File: config.mk
export PLATFORM = sky130hd
export DESIGN_NAME = pc_sequencer
export DESIGN_NICKNAME = d
export VERILOG_FILES = /design/src/rtl/pc_sequencer_pkg.sv /design/src/rtl/pc_target_calc.sv /design/src/rtl/pc_sequencer.sv
export SDC_FILE = /design/constraint.sdc
export NUM_CORES = 1
export LEC_CHECK = 0
export CORE_MARGIN = 2
export CORE_UTILIZATION = 50
export CTS_CLUSTER_SIZE = 10
export DETAILED_ROUTE_END_ITERATION = 8
export PLACE_DENSITY = 0.82
export SYNTH_ARGS = -nofsm -noshare
export SYNTH_HDL_FRONTEND = slang
export SYNTH_SLANG_ARGS = --single-unit
File: constraint.sdc
create_clock -name clk -period 4.7 [get_ports clk]
set_input_delay 0.94 -clock clk [delete_from_list [all_inputs] [get_ports clk]]
set_output_delay 0.94 -clock clk [all_outputs]
set_load 0.005 [all_outputs]
File: src/rtl/pc_sequencer_pkg.sv
// rtl/pc_sequencer_pkg.sv - shared encodings for the fetch PC sequencer
package pc_sequencer_pkg;

   typedef enum logic [1:0] {
      PCSEL_SEQ  = 2'b00,
      PCSEL_JUMP = 2'b01,
      PCSEL_BALZ = 2'b10,
      PCSEL_BREL = 2'b11
   } pc_sel_e;

   typedef enum logic [1:0] {
      ST_IDLE     = 2'b00,
      ST_FETCH    = 2'b01,
      ST_HOLD     = 2'b10,
      ST_REDIRECT = 2'b11
   } state_e;

   localparam logic [31:0] INSTR_STEP  = 32'd4;
   localparam int unsigned FLUSH_CNT_W = 3;

endpackage

File: src/rtl/pc_target_calc.sv
// rtl/pc_target_calc.sv - combinational next-PC target computation
module pc_target_calc
   import pc_sequencer_pkg::*;
(
   input  logic [31:0] pc,
   input  logic [1:0]  pc_sel,
   input  logic [25:0] jaddr,
   input  logic [15:0] imm,
   output logic [31:0] pc_plus4,
   output logic [31:0] target
);

   logic [31:0] jump_target;
   logic [31:0] branch_target;

   assign pc_plus4      = pc + INSTR_STEP;
   assign jump_target   = {pc_plus4[31:28], jaddr, 2'b00};
   // word offset is sign-extended then scaled to bytes; the add wraps mod 2^32
   assign branch_target = pc_plus4 + {{14{imm[15]}}, imm, 2'b00};

   always_comb begin
      target = pc_plus4;
      case (pc_sel_e'(pc_sel))
         PCSEL_SEQ:  target = pc_plus4;
         PCSEL_JUMP: target = jump_target;
         PCSEL_BALZ: target = jump_target;
         PCSEL_BREL: target = branch_target;
         default:    target = pc_plus4;
      endcase
   end

endmodule

File: src/rtl/pc_sequencer.sv
// rtl/pc_sequencer.sv - fetch PC sequencer with redirect flush and stall hold
// Optional link-register write on balz is enabled by defining PC_SEQ_LINK_EN.
module pc_sequencer
   import pc_sequencer_pkg::*;
#(
   parameter logic [31:0] RESET_PC     = 32'h0000_0000,
   parameter int unsigned FLUSH_CYCLES = 2
) (
   input  logic        clk,
   input  logic        rst_n,
   input  logic [1:0]  pc_sel,
   input  logic        sel_valid,
   input  logic [25:0] jaddr,
   input  logic [15:0] imm,
   input  logic        stall,
   input  logic        imem_ack,
   output logic        imem_req,
   output logic [31:0] pc,
   output logic        flush,
   output logic        link_we,
   output logic [31:0] link_data
);

   localparam logic [FLUSH_CNT_W-1:0] FLUSH_LOAD = FLUSH_CNT_W'(FLUSH_CYCLES - 1);

   state_e                 state;
   logic [FLUSH_CNT_W-1:0] flush_cnt;
   logic [31:0]            pc_plus4;
   logic [31:0]            target;
   logic                   redirect;
   logic                   advance;

   pc_target_calc u_target_calc (
      .pc       (pc),
      .pc_sel   (pc_sel),
      .jaddr    (jaddr),
      .imm      (imm),
      .pc_plus4 (pc_plus4),
      .target   (target)
   );

   assign redirect = sel_valid && (pc_sel != PCSEL_SEQ);
   assign advance  = (state == ST_FETCH) && imem_ack && !stall;

   always_ff @(posedge clk or negedge rst_n) begin
      if (!rst_n) begin
         state     <= ST_IDLE;
         pc        <= RESET_PC;
         imem_req  <= 1'b0;
         flush     <= 1'b0;
         flush_cnt <= '0;
      end else begin
         case (state)
            ST_IDLE: begin
               state    <= ST_FETCH;
               imem_req <= 1'b1;
            end
            ST_FETCH: begin
               if (imem_ack && stall) begin
                  state    <= ST_HOLD;
                  imem_req <= 1'b0;
               end else if (advance) begin
                  if (redirect) begin
                     pc        <= target;
                     state     <= ST_REDIRECT;
                     imem_req  <= 1'b0;
                     flush     <= 1'b1;
                     flush_cnt <= FLUSH_LOAD;
                  end else begin
                     pc <= pc_plus4;
                  end
               end
            end
            ST_HOLD: begin
               if (!stall) begin
                  state    <= ST_FETCH;
                  imem_req <= 1'b1;
               end
            end
            ST_REDIRECT: begin
               // the flush window is fixed length; stall only decides where we land after it
               if (flush_cnt == '0) begin
                  flush    <= 1'b0;
                  state    <= stall ? ST_HOLD : ST_FETCH;
                  imem_req <= !stall;
               end else begin
                  flush_cnt <= flush_cnt - 1'b1;
               end
            end
            default: begin
               state    <= ST_IDLE;
               imem_req <= 1'b0;
               flush    <= 1'b0;
            end
         endcase
      end
   end

`ifdef PC_SEQ_LINK_EN
   logic balz_adv;

   assign balz_adv = advance && sel_valid && (pc_sel == PCSEL_BALZ);

   always_ff @(posedge clk or negedge rst_n) begin
      if (!rst_n) begin
         link_we   <= 1'b0;
         link_data <= '0;
      end else begin
         link_we <= balz_adv;
         if (balz_adv) begin
            link_data <= pc_plus4;
         end
      end
   end
`else
   assign link_we   = 1'b0;
   assign link_data = '0;
`endif

endmodule

* Word level (Yosys, flattened, before mapping)
Index checks and enable logic that the tools add are counted.
** Cells by class
- Mux-type cells :: 25
- Reduce and logical (&&, ||, !) cells :: 15
- Bitwise gates (word level) :: 1
- Equal/unequal tests :: 14
- Add/sub/neg operators :: 3
** Operators with widths (number)
- one-hot mux 32 bit (3 select lines) :: 1
- adder 32 x 3 -> 32 bit (second input constant) :: 1
- adder 32 bit :: 1
- 2-to-1 mux 32 bit :: 1
- 2-to-1 mux 2 bit :: 6
- 2-to-1 mux 3 bit :: 4
- != test 2 bit (second input constant) :: 6
- AND reduction 5 bit :: 2
- 2-to-1 mux 1 bit :: 9
- equality test 2 bit (second input constant) :: 4
- one-hot mux 2 bit (4 select lines) :: 1
- != test 3 x 2 -> 1 bit (second input constant) :: 2
- one-hot mux 3 bit (2 select lines) :: 1
- equality test 2 x 1 -> 1 bit (second input constant) :: 2
- logical AND 1 bit :: 4
- zero test 2 bit :: 2
- one-hot mux 1 bit (4 select lines) :: 1
- AND reduction 4 bit :: 1
- nonzero test 2 bit :: 2
- zero test 3 bit :: 1
- AND reduction 3 bit :: 1
- subtractor 3 x 1 -> 3 bit (second input constant) :: 1
- one-hot mux 1 bit (2 select lines) :: 1
- OR reduction 2 bit :: 1
- 2 further kinds :: 2
** Word-level totals
- Input port bits :: 49
- Flip-flop bits (word level) :: 39

* Depth between registers and ports, before layout
Gate-level depths: netlist (run 1).
- Depth in word-level cells :: 6
- Mapped depth :: 18
- Depth with buffers taken out :: 16

* Cells and area by module
Synthesis (run 1) repeated with hierarchy kept, for this count alone.
** Unflattened totals
- Cell total of the unflattened synthesis :: 647
- Area, all modules :: 4854.7 µm²
** By module, submodules not included
- pc_target_calc :: instances 1, cells each 393, seq. area each 0.0 µm², area an instance 2716.4 µm²
- pc_sequencer :: instances 1, cells each 254, seq. area each 975.9 µm², area an instance 2138.3 µm²

* Least setup slack after synthesis (run 1)
OpenSTA, ideal clock, no wires.
- Path kind :: register to register
- Start :: register pc[8]
- End :: register pc[27]
- Arrival time :: 3705 ps
- Library setup time :: 127 ps
- Data required time :: 4573 ps
- Slack :: 868 ps
- Period minus slack after synthesis :: 3832 ps
- Buffers on the path :: 2
- Stages on the path, launching flop included :: 18
- Cells stage by stage :: dfrtp_1 buf_2 and4_1 and3_1 nand3_1 or2_1 clkbuf_1 nor3_1 xor2_1 ha_1 and2_1 and3_1 and3b_1 a221o_1 o31a_1 xor2_1 a221oi_1 nor2_1
** On the way
- Cells in the longest elaborated chain, start to end :: 4
** RTL lines
- start, declared :: line pc_sequencer.sv:18 : output logic [31:0] pc,
- start signal, assigned :: line pc_sequencer.sv:64 : pc <= target;
- start signal, assigned :: line pc_sequencer.sv:70 : pc <= pc_plus4;
- adder 32 x 3 -> 32 bit * :: line pc_target_calc.sv:16 : assign pc_plus4 = pc + INSTR_STEP;
- adder 32 bit :: line pc_target_calc.sv:19 : assign branch_target = pc_plus4 + {{14{imm[15]}}, imm, 2'b00};
- one-hot mux 32 bit (3 select lines) :: line pc_target_calc.sv:23 : case (pc_sel_e'(pc_sel))
- 2-to-1 mux 32 bit * :: line pc_sequencer.sv:63 : if (redirect) begin
Mark *: on every way between the ends. The rest lies on a longest branch, timed or not.
A chain may end at the register's enable or synchronous reset.

* Worst setup path in the final report (run 1)
- Start :: register pc[4]
- End :: register pc[29]
The elaborated chain is that of the path after synthesis.

==> impl_results.md, run 1 <==
* Number of synthesized register bits at 37
* H-Tree Level Count at 2
* Final Setup Violations at 0
* Synthesis warning total at 0
* Global placement routability congestion at 0.971
* Initial DRC count at approximately 420
* Maximum number of pins on one net before global-route repair at 48
* Worst voltage drop across the vdd grid at ~0.00027 V
* CTS root buf: clkbuf_8
* Chip height at between 90 and 100 um
* Global-route track usage on met3 at 0.0652
* Number of violations of the max-capacitance limit at 0
* Cell leakage power at around 2.3 nW
* Number of distinct library cells after synthesis at 66
* Clock input transition at the sequential cells of the worst setup and hold paths at roughly 0.090 ns
* Antenna violations before repair at 0
* Via count of the first global-routing pass at around 4,700
* Largest delay contributor family on the critical path: simple AND/OR/NAND/NOR gates
* Clock tree skew after final layout at roughly 0.0085 ns
* Signal arrival time at the worst endpoint at 4.44 ns
* Clock period minus final worst setup slack at between 4 and 5 ns
* Startpoint of the worst register-to-register path: pc[4]
* Post-synthesis async set-or-reset flop share at 1.00
* Layer with the highest usage: met2
* Chain of cells forming the critical path: and4_1, and3_1, nor3b_2, nand4_2, xnor2_1, ha_1, and2_1, and3_1, and3b_1, a221o_1, o31a_1, a21oi_1, or4b_2, nand3_1
* Net total in the final layout at ~730
* Slew at the pin closest to its max-slew limit at between 0.9 and 1 ns
* Initial core utilization at 0.517
* Setup slack of the worst register-to-register path at approximately 0.51 ns
* First-pass GRT wire length at between 20 and 25 mm
* Result of the run: finished clean
* Fmax at about 0.24 GHz
* Predominant post-synthesis flop cell: dfrtp_1
* Global Route met2 Usage at 0.450
* TritonCTS clock tree: done
* Met1 track demand over resource at 0.335
* Worst EP required at about 5.0 ns
* Cell count of the worst reg-to-reg path at 14
* Critical-path cell with the highest stage delay: or4b_2
* Number of design rule violations left after detail routing at 0
* Cell seen most often among critical-path stages: and3_1
* Count of final max-slew check failures at 0
* Number of synthesized flops with an enable pin at 0
* Slew HR at 0.377
* Number of vias in the routed layout at roughly 4,700
* Global router's overall resource usage at 0.272
* Part of the Yosys area used for sequential elements at 0.205
* Tcrit/Tclk final at 0.892
* Buf/Inv on CP at 0
* Crit path from: pc[4]
* Utilization after layout at 0.617
* Mean cell area of the mapped netlist at between 7 and 8 sq um
* Critical path's largest stage delay at ~0.65 ns
* Unrepaired setup endpoints after global routing: false
* Hold Path Origin: flush_cnt[0]
* Quantity of hold-fixing buffers added after cts at 0
* Clock insertion delay at the later pin of the skew report at roughly 0.31 ns
* I/O Buffers at 80
* Kind of path behind the tightest hold check: flop to flop
* Sum of net half-perimeters after detailed placement at roughly 9.9 mm
* Overall die width at roughly 99 um
* Cell depth of the worst min-delay path at 1
* Critical path start-end classification: flop to flop
* Largest fanout on the critical path at 8
* Aggregate routed wire length at between 10 and 15 mm
* Leading post-synthesis cells by cell area: dfrtp_1 (21%), ha_1 (11%), xnor2_1 (7.2%)
* Floorplan core area at 8720 sq um
* Post-cts gate resize count at 0
* Power per cell area at ~600 nW/um^2
* Total I/O pin count at 116
* Cell type contributing the most total cell area after synthesis: dfrtp_1
* Crit end category: flop
* Die Area at approximately 9800 sq um
* Fraction of synthesized cell area taken by the top area cell type at 0.205
* Mapped Cells at 575
* Layout cell share with drive strength beyond 1 at 0.0516
* Critical path launch point type: flop
* Ratio of routed vias to standard cells at roughly 6.2
* Area growth from synthesis to layout at 19.2%
* Antenna cells at 0
* Fin. Hold Viols at 0
* Number of detailed-routing iterations run before antenna repair at 5
* Cell depth of the worst setup path at 14
* Clock Sinks at 37
* Number of core rows at 34
* Routed WL per cell at about 18 um
* Post-route antenna net violation count at 0
* Total gr overflow at 0
* Mapped cell area at 4510 sq um
* Final setup TNS at 0 ns
* Clock Tree Buf Depth at 2
* Setup repair bufs after CTS at 0
* Inserted Clock Buffers at 5
==> synth_stat cells (all sizes together) (3+ instances only) <==
library cell and count:
a21o 13, a21oi 50, a221o 7, a221oi 14, a31oi 11, a41oi 3, and3 10, and4 5
buf 37, clkbuf 29, dfrtp 37, ha 39, inv 13, mux2i 3, nand2 54, nand2b 7
nand3 18, nand4 10, nor2 39, nor2b 5, nor3 9, nor3b 5, o211ai 5, o21a 6
o21ai 41, o22a 5, o22ai 7, o31ai 8, xnor2 37, xor2 17
==> sequential cells by signal, indices dropped and copies added (netlist names) <==
signal / cells
pc: 30
state: 2
flush_cnt: 3
imem_req: 1
flush: 1
==> cells in the final DEF, fill, tap and decap left out, types with 3 or more instances in the layout <==
cell type and instances:
clkdlybuf4s50_1 79, nand2_1 53, a21oi_1 50, o21ai_0 40, ha_1 39, nor2_1 38
xnor2_1 37, dfrtp_1 37, conb_1 35, nand3_1 18, xor2_1 17, inv_1 13
a21o_1 13, a221oi_1 13, a31oi_1 11, and3_1 10, nand4_1 9, o31ai_1 8
buf_4 8, nor3_1 7, nand2b_1 7, a221o_1 7, o22ai_1 7, o21a_1 6
and4_1 5, o22a_1 5, clkbuf_8 5, o211ai_1 4, nor2b_1 4, nor3b_1 4
a41oi_1 3, mux2i_1 3
==> logic make-up after synthesis <==
group           share of synthesized area
xor+xnor                            0.105
other cells                      0.000831
fa+ha+maj                           0.113
buf+inv                            0.0957
mux                               0.00666
simple gates                        0.191
compound gates                      0.283
flops                               0.205
==> stage by stage <==
stage / instance area [sq um] / hold WS (ns) / setup slack [ns] / power [mW] / cells
global route: 5380 / 0.522 / 0.251 / 3.51 / 747
finish: 5380 / 0.493 / 0.508 / 3.23 / 747
global placement: 5270 / 0.475 / 0.720 / 2.81 / 739
CTS: 5380 / 0.491 / 0.565 / 3.21 / 747
floorplan: 4640 / 0.449 / 0.868 / 2.20 / 609
detailed placement: 5270 / 0.474 / 0.575 / 2.89 / 739
==> power breakdown <==
| part | switching (mW) | internal [mW] |
|---|---|---|
| Clock | 0.137 | 0.159 |
| Combinational | 1.15 | 1.06 |
| Sequential | 0.260 | 0.469 |
==> layout make-up <==
class	instances	area, sq um
multi-input cells	493	3300
well taps	108	135
fillers	740	3340
repair buffers	88	856
clock inverters	3	46.3
clock buffers	5	68.8
inverters	13	48.8
flip-flops and latches	37	926
==> path summary, 6_finish.rpt <==
path,endpoint
worst max register to register,pc[29]
max in group asynchronous,pc[19]
worst min register to register,flush_cnt[0]
worst max-delay path,pc[29]
worst min-delay path,flush_cnt[0]
min in group asynchronous,pc[7]
==> metal layers <==
layer / part of all wire / vias to the layer above
li1: - / 2179
met1: 0.40 / 2184
met2: 0.47 / 249
met3: 0.096 / 41
met4: 0.028 / 0
met5: 0 / -
==> worst reg2reg max path, stage by stage (launching register included) <==
cell	delay, ns
dfrtp_1	0.49
and4_1	0.39
and3_1	0.34
nor3b_2	0.35
nand4_2	0.22
xnor2_1	0.19
ha_1	0.37
and2_1	0.18
and3_1	0.18
and3b_1	0.16
a221o_1	0.18
o31a_1	0.23
a21oi_1	0.11
or4b_2	0.65
nand3_1	0.10
No activity file was read; power rests on OpenSTA's default activity.
==> inputs of run 2 (changes only) <==
ABC_AREA = 1   (was not set)
PLACE_DENSITY = 0.79   (was 0.82)
SKIP_LAST_GASP = 1   (was not set)
==> impl_results.md, run 2 <==
* Result of the run: finished clean
* Proportion of total power due to net switching at 0.538 (+0.0607)
* Mapped cell area at 5500 sq um (+22%)
* Most frequent standard cell in the layout excluding fill and tap cells: nand2_1
* Most common cell in the synthesized netlist: nand2_1
* # placed instances at 1,189 (+61%)
* Fraction of synthesized cell area taken by the top area cell type at 0.239 (+0.0335)
* Crit end category: flop
* Fin Hold WS at 0.484 ns (-0.00840 ns)
* Number of violations of the max-capacitance limit at 0 (unchanged)
* Quantity of hold-fixing buffers added after cts at 0 (unchanged)
* Overall die width at 109 um (+10%)
* Cell depth of the worst setup path at 20 (+6)
* Mean cell area of the mapped netlist at 5.60 sq um (-29%)
* Crit path from: pc[2]
* Fmax at 0.297 GHz (+25%)
* Predominant post-synthesis flop cell: dfrtp_1
* Unrepaired setup endpoints after global routing: false
* Synthesized-area fraction occupied by adder cells at 0.0923 (-0.0203)
* Setup repair bufs after CTS at 0 (unchanged)
* Worst voltage drop across the vdd grid at 0.000317 V (+15%)
* Combinational family with the most area after synthesis: simple AND/OR/NAND/NOR gates
* Fin cells at 1,197 (+60%)
* Count of final max-slew check failures at 0 (unchanged)
* Global placement routability congestion at 1.01 (+3.8%)
* Simple-gate area share of the yosys netlist at 0.422 (+0.231)
* I/O Buffers at 80 (unchanged)
* Routed WL per cell at 13.9 um (-23%)
* Post-route antenna net violation count at 0 (unchanged)
* Portion of total power attributed to sequential cells at 0.201 (-0.024)
* Gate power share at 0.716 (+0.033)
* Aggregate routed wire length at 16.6 mm (+24%)
* Initial core utilization at 0.510 (-0.00739)
* Registers with the highest flip-flop counts: pc x30, flush_cnt x3, state x2
* Fin. Hold Viols at 0 (unchanged)
* CTS root buf: clkbuf_8
* Leading post-synthesis cells by cell area: nand2_1 (24%), dfrtp_1 (17%), inv_1 (11%)
* Largest delay contributor family on the critical path: simple AND/OR/NAND/NOR gates
* Clk pwr share at 0.083 (-0.008)
* Clock tree skew after final layout at 0.00688 ns (-0.00159 ns)
* H-Tree Level Count at 2 (unchanged)
* Slew at the pin closest to its max-slew limit at 0.893 ns (-0.0411 ns)
* Initial DRC count at 462 (+11%)
* Post-synthesis async set-or-reset flop share at 1.00 (unchanged)
* Clock Tree Buf Depth at 2 (unchanged)
* Signal arrival time at the worst endpoint at 3.57 ns (-0.87 ns)
* Critical-path cell with the highest stage delay: nor3_1
* Global router's overall resource usage at 0.293 (+0.0201)
* Worst setup path endpoint: pc[23]
* Area growth from synthesis to layout at 16.5%
* Clock period minus final worst setup slack at 3.37 ns (-0.826 ns)
* Max reg flops at 30 (unchanged)
* Slew HR at 0.404 (+0.0274)
* Critical path's largest stage delay at 0.46 ns (-0.19 ns)
* First-pass GRT wire length at 26.9 mm (+22%)
* Total gr overflow at 0 (unchanged)
* Number of core rows at 38 (+12%)
* Floorplan core area at 10,800 sq um (+24%)
* Via count of the first global-routing pass at 5,514 (+17%)
* Most flops, register: pc
* TritonCTS clock tree: done
* Power per cell area at 551 nW/um^2 (-8.4%)
* Post-Synth XOR/XNOR Area at 0.0298 (-0.0750)
* Clock Sinks at 37 (unchanged)
* Cell seen most often among critical-path stages: nand2_1
* Placed standard-cell area at 6300 sq um (+20%)
* Synthesis warning total at 0 (unchanged)
* Sum of net half-perimeters after detailed placement at 13.6 mm (+37%)
* Total I/O pin count at 116 (unchanged)
* Capture instance of the worst register-to-register path: pc[23]
* Kind of path behind the tightest hold check: flop to flop
* Commonest cells in the netlist: nand2_1 (350), inv_1 (163), nand3_1 (78)
* Clock insertion delay at the later pin of the skew report at 0.31 ns (about the same)
* Antenna cells at 0 (unchanged)
* Chip height at 109 um (+10%)
* Clock input transition at the sequential cells of the worst setup and hold paths at 0.08 ns (about the same)
* Antenna violations before repair at 0 (unchanged)
* Number of vias in the routed layout at 6,086 (+31%)
* Net total in the final layout at 1,145 (+57%)
* Net load switching power at 1.90 mW (+23%)
* Number of synthesized flops with an enable pin at 0 (unchanged)
* Final Setup Violations at 0 (unchanged)
* Hold Path Origin: flush
* Share of cell area taken by muxes after synthesis at 0 (-0.00666)
* Cell count of the worst reg-to-reg path at 20 (+6)
* Final setup TNS at 0 ns (unchanged)
* Number of distinct library cells after synthesis at 41 (-38%)
* Buf/Inv on CP at 2 (+2)
* Critical path launch point type: flop
* Startpoint of the worst register-to-register path: pc[2]
* Number of detailed-routing iterations run before antenna repair at 5 (unchanged)
* Ratio of routed vias to standard cells at 5.08 (-18%)
* Number of synthesized register bits at 37 (unchanged)
* Cell type contributing the most total cell area after synthesis: nand2_1
* Number of design rule violations left after detail routing at 0 (unchanged)
* Setup slack of the worst register-to-register path at 1.33 ns (+0.83 ns)
* Chain of cells forming the critical path: inv_1, nor2_1, nand2_1, nor3_1, nand2_1, o21ai_1, inv_1, ha_1, nand2_1, nor2_1, and2_1, nand2_1, nand2_1, nand2_1, nand2_1, nand2_1, nand3_1, nand2_1, nand2_1, nand2_1
* Worst EP required at 4.91 ns (-0.04 ns)
* Most frequent cells in the layout: nand2_1 (350), inv_1 (163), clkdlybuf4s50_1 (79), nand3_1 (78), a21oi_1 (77)
* Post-cts gate resize count at 0 (unchanged)
* Tcrit/Tclk final at 0.716 (-0.176)
* Internal power component at 1.63 mW (-3.5%)
* Maximum number of pins on one net before global-route repair at 45 (-6.3%)
* Cell leakage power at 3.58 nW (+56%)
* Mapped Cells at 983 (+71%)
* Die Area at 11,900 sq um (+21%)
* Fraction of the mapped netlist area in compound gates at 0.113 (-0.171)
* Layout cell share with drive strength beyond 1 at 0.0454 (-0.00623)
* Largest fanout on the critical path at 5 (-3)
* Critical path start-end classification: flop to flop
* Part of the Yosys area used for sequential elements at 0.168 (-0.0370)
* Inserted Clock Buffers at 5 (unchanged)
* Post-route design area at 6410 sq um (+19%)
## run 2: cell families after synthesis
group | after synthesis
buffers and inverters | 220
DFF | 37
AOI/OAI and AO/OA | 117
adders and majority gates | 40
other | 1
xor gates and xnor gates | 17
and+or+nand+nor | 551
## run 2: metal layers
layer	share of wire	vias to the layer above	track usage
li1	-	3135	-
met1	0.45	2674	0.414
met2	0.44	238	0.457
met3	0.080	39	0.0359
met4	0.030	0	0.104
met5	0	-	0
## run 2: per-stage QoR
stage / worst slack (ns) / power (mW) / utilization
2_1_floorplan: 2.09 / 2.38 / -
3_3_place_gp: 1.20 / 3.17 / 0.584
3_5_place_dp: 1.19 / 3.19 / 0.584
4_1_cts: 1.47 / 3.50 / 0.594
5_1_grt: 1.07 / 3.93 / 0.594
6_report: 1.33 / 3.53 / 0.594
## run 2: cell type report
cell class              count  area [sq um]
fillers                  1099          4380
multi-input cells         760          3750
flip-flops and latches     37           926
repair buffers             83           818
inverters                 169           634
well taps                 140           175
clock buffers               5          68.8
clock inverters             3          46.3
## run 2: how the worst min path moves through the flow
stage                    to  slack (ns)  cells past startpoint
3_5_place_dp          flush        0.46                      2
3_3_place_gp          flush        0.46                      2
4_1_cts               flush        0.49                      2
2_1_floorplan  flush_cnt[0]        0.46                      1
6_report              flush        0.48                      2
5_1_grt               flush        0.51                      2
## run 2: tightest hold or removal path, stage by stage (launching register included)
cell and delay (ns):
dfrtp_1 0.36, nand2_1 0.05, nand2_1 0.05
## run 2: power by group through the flow
stage	clock [mW]	combinational (mW)	sequential, mW
2_1_floorplan	0	1.71	0.665
3_3_place_gp	0	2.47	0.706
3_5_place_dp	0	2.48	0.708
4_1_cts	0.297	2.50	0.706
5_1_grt	0.311	2.87	0.741
6_report	0.293	2.53	0.711
==> inputs of run 3 (changes only) <==
clock period = 3.1 ns   (was 4.7 ns; I/O delays follow)
==> impl_results.md, run 3 (same netlist as run 2, synthesis figures left out) <==
* Net total in the final layout at 1,171 (+2.3%)
* Global router's overall resource usage at 0.290 (-0.00289)
* Fmax at 0.337 GHz (+14%)
* Most frequent cells in the layout: nand2_1 (338), inv_1 (162), clkdlybuf4s50_1 (79), nand3_1 (73), a21oi_1 (70)
* Floorplan core area at 10,800 sq um (unchanged)
* Critical path start-end classification: flop to flop
* Routed WL per cell at 14.2 um (+2.2%)
* Most frequent standard cell in the layout excluding fill and tap cells: nand2_1
* # placed instances at 1,206 (+1.4%)
* Tcrit/Tclk final at 0.956 (+0.240)
* CTS root buf: clkbuf_8
* Initial DRC count at 557 (+21%)
* Initial core utilization at 0.510 (unchanged)
* Post-route antenna net violation count at 0 (unchanged)
* Antenna violations before repair at 0 (unchanged)
* Maximum number of pins on one net before global-route repair at 38 (-16%)
* Clock tree skew after final layout at 0.00339 ns (-0.00349 ns)
* Layout cell share with drive strength beyond 1 at 0.141 (+0.0959)
* Number of core rows at 38 (unchanged)
* Fin cells at 1,223 (+2.2%)
* Clock insertion delay at the later pin of the skew report at 0.30 ns (about the same)
* Largest fanout on the critical path at 5 (unchanged)
* Count of final max-slew check failures at 0 (unchanged)
* Unrepaired setup endpoints after global routing: true
* Chip height at 109 um (unchanged)
* Fin Hold WS at 0.421 ns (-0.0639 ns)
* Aggregate routed wire length at 17.3 mm (+4.4%)
* Area growth from synthesis to layout at 26.6%
* Via count of the first global-routing pass at 5,694 (+3.3%)
* Inserted Clock Buffers at 5 (unchanged)
* Registers with the highest flip-flop counts: pc x30, flush_cnt x3, state x2
* Antenna cells at 0 (unchanged)
* Worst slack at placement at -0.0534 ns (-1.24 ns)
* Cell leakage power at 3.73 nW (+4.2%)
* Area used by multi-input combinational logic at 4090 sq um (+9.2%)
* H-Tree Level Count at 2 (unchanged)
* Overall die width at 109 um (unchanged)
* Fin worst setup slack at 0.135 ns (-1.20 ns)
* Slew HR at 0.441 (+0.0363)
* Clock Sinks at 37 (unchanged)
* Number of fillers in the final layout at 1,030 (-6.3%)
* Final Setup Violations at 0 (unchanged)
* Critical path launch point type: flop
* Total I/O pin count at 116 (unchanged)
* Worst voltage drop across the vdd grid at 0.000485 V (+53%)
* Kind of path behind the tightest hold check: primary input to asynchronous set/reset pin
* Max reg flops at 30 (unchanged)
* Signal arrival time at the worst endpoint at 3.15 ns (-0.42 ns)
* Crit end category: flop
* Power per cell area at 846 nW/um^2 (+54%)
* Clock Tree Buf Depth at 2 (unchanged)
* Total gr overflow at 0 (unchanged)
* Number of vias in the routed layout at 6,306 (+3.6%)
* TritonCTS clock tree: done
* Ratio of routed vias to standard cells at 5.16 (+1.4%)
* Area taken by flip-flops and latches at 942 sq um (+1.8%)
* First-pass GRT wire length at 26.8 mm (-0.26%)
* Worst EP required at 3.29 ns (-1.62 ns)
* I/O Buffers at 80 (unchanged)
* Sum of net half-perimeters after detailed placement at 13.7 mm (+0.69%)
* Number of violations of the max-capacitance limit at 0 (unchanged)
* Clock input transition at the sequential cells of the worst setup and hold paths at 0.08 ns (about the same)
* Fin. Hold Viols at 0 (unchanged)
* Die Area at 11,900 sq um (unchanged)
* Clock period minus final worst setup slack at 2.97 ns (-0.401 ns)
* Number of detailed-routing iterations run before antenna repair at 5 (unchanged)
* Number of design rule violations left after detail routing at 0 (unchanged)
* Post-route total power at 5.90 mW (+67%)
* Result of the run: finished clean
* Global placement routability congestion at 0.971 (-3.6%)
* Slew at the pin closest to its max-slew limit at 0.839 ns (-0.0544 ns)
* Most flops, register: pc
run 3: path summary, 6_finish.rpt:
path / start / to / slack [ns] / depth (start not counted)
worst max-delay path: pc[3] / pc[21] / 0.13 / 20
worst min-delay path: rst_n / pc[30] / 0.42 / 1
worst max register to register: pc[3] / pc[21] / 0.13 / 20
worst min register to register: flush / flush / 0.48 / 2
max in group asynchronous: rst_n / pc[2] / 2.10 / 1
min in group clk: flush / flush / 0.48 / 2
run 3: critical path, stage by stage (launching register included):
cell and delay [ns]:
dfrtp_2 0.42, ha_4 0.16, inv_2 0.04, nor2_2 0.14
nand2_2 0.14, nor3_4 0.24, xor2_2 0.23, inv_1 0.11
ha_4 0.31, nand2_1 0.12, nor2_2 0.17, buf_4 0.13
nand2_1 0.08, inv_1 0.06, nand2_1 0.06, nand2_1 0.06
nand2_1 0.04, nand3_1 0.11, nand2_1 0.09, nand2_1 0.10
nand2_1 0.05
run 3: layout make-up:
cell class	count	share of cell area
Tap cell	140	0.0251
Clock inverter	3	0.00664
Inverter	169	0.0910
Timing Repair Buffer	109	0.145
Clock buffer	5	0.00987
Multi-Input combinational cell	760	0.587
Sequential cell	37	0.135
run 3: metrics by stage:
stage,utilization,area [sq um],setup TNS (ns)
3_5_place_dp,0.596,6430,-0.0534
4_1_cts,0.607,6550,0
6_report,0.646,6970,0
5_1_grt,0.646,6970,-0.574
3_3_place_gp,0.596,6430,0
2_1_floorplan,-,5630,0
run 3: report_power, final:
group	total [mW]	switching [mW]	leakage (nW)	internal (mW)
registers	1.11	0.375	0.434	0.736
logic	4.35	2.56	3.24	1.79
clock network	0.435	0.194	0.0543	0.241
total	5.90	3.13	3.73	2.77
run 3: what timing repair did:
item                                    4_1_cts  5_1_grt
hold buffers                                  0        0
endpoints found under the setup margin        1       22
gates resized for setup                       2       87
pin swaps                                     1        7
cloned                                        0        0
buffers inserted                              0        9
run 3: per-layer routing:
metal  vias to the layer above  part of all wire  global-route usage
met5                         -                 0                   0
met4                         0             0.021              0.0788
met3                        27             0.081              0.0454
met2                       233              0.46               0.477
met1                      2857              0.44               0.394
li1                       3189                 -                   -
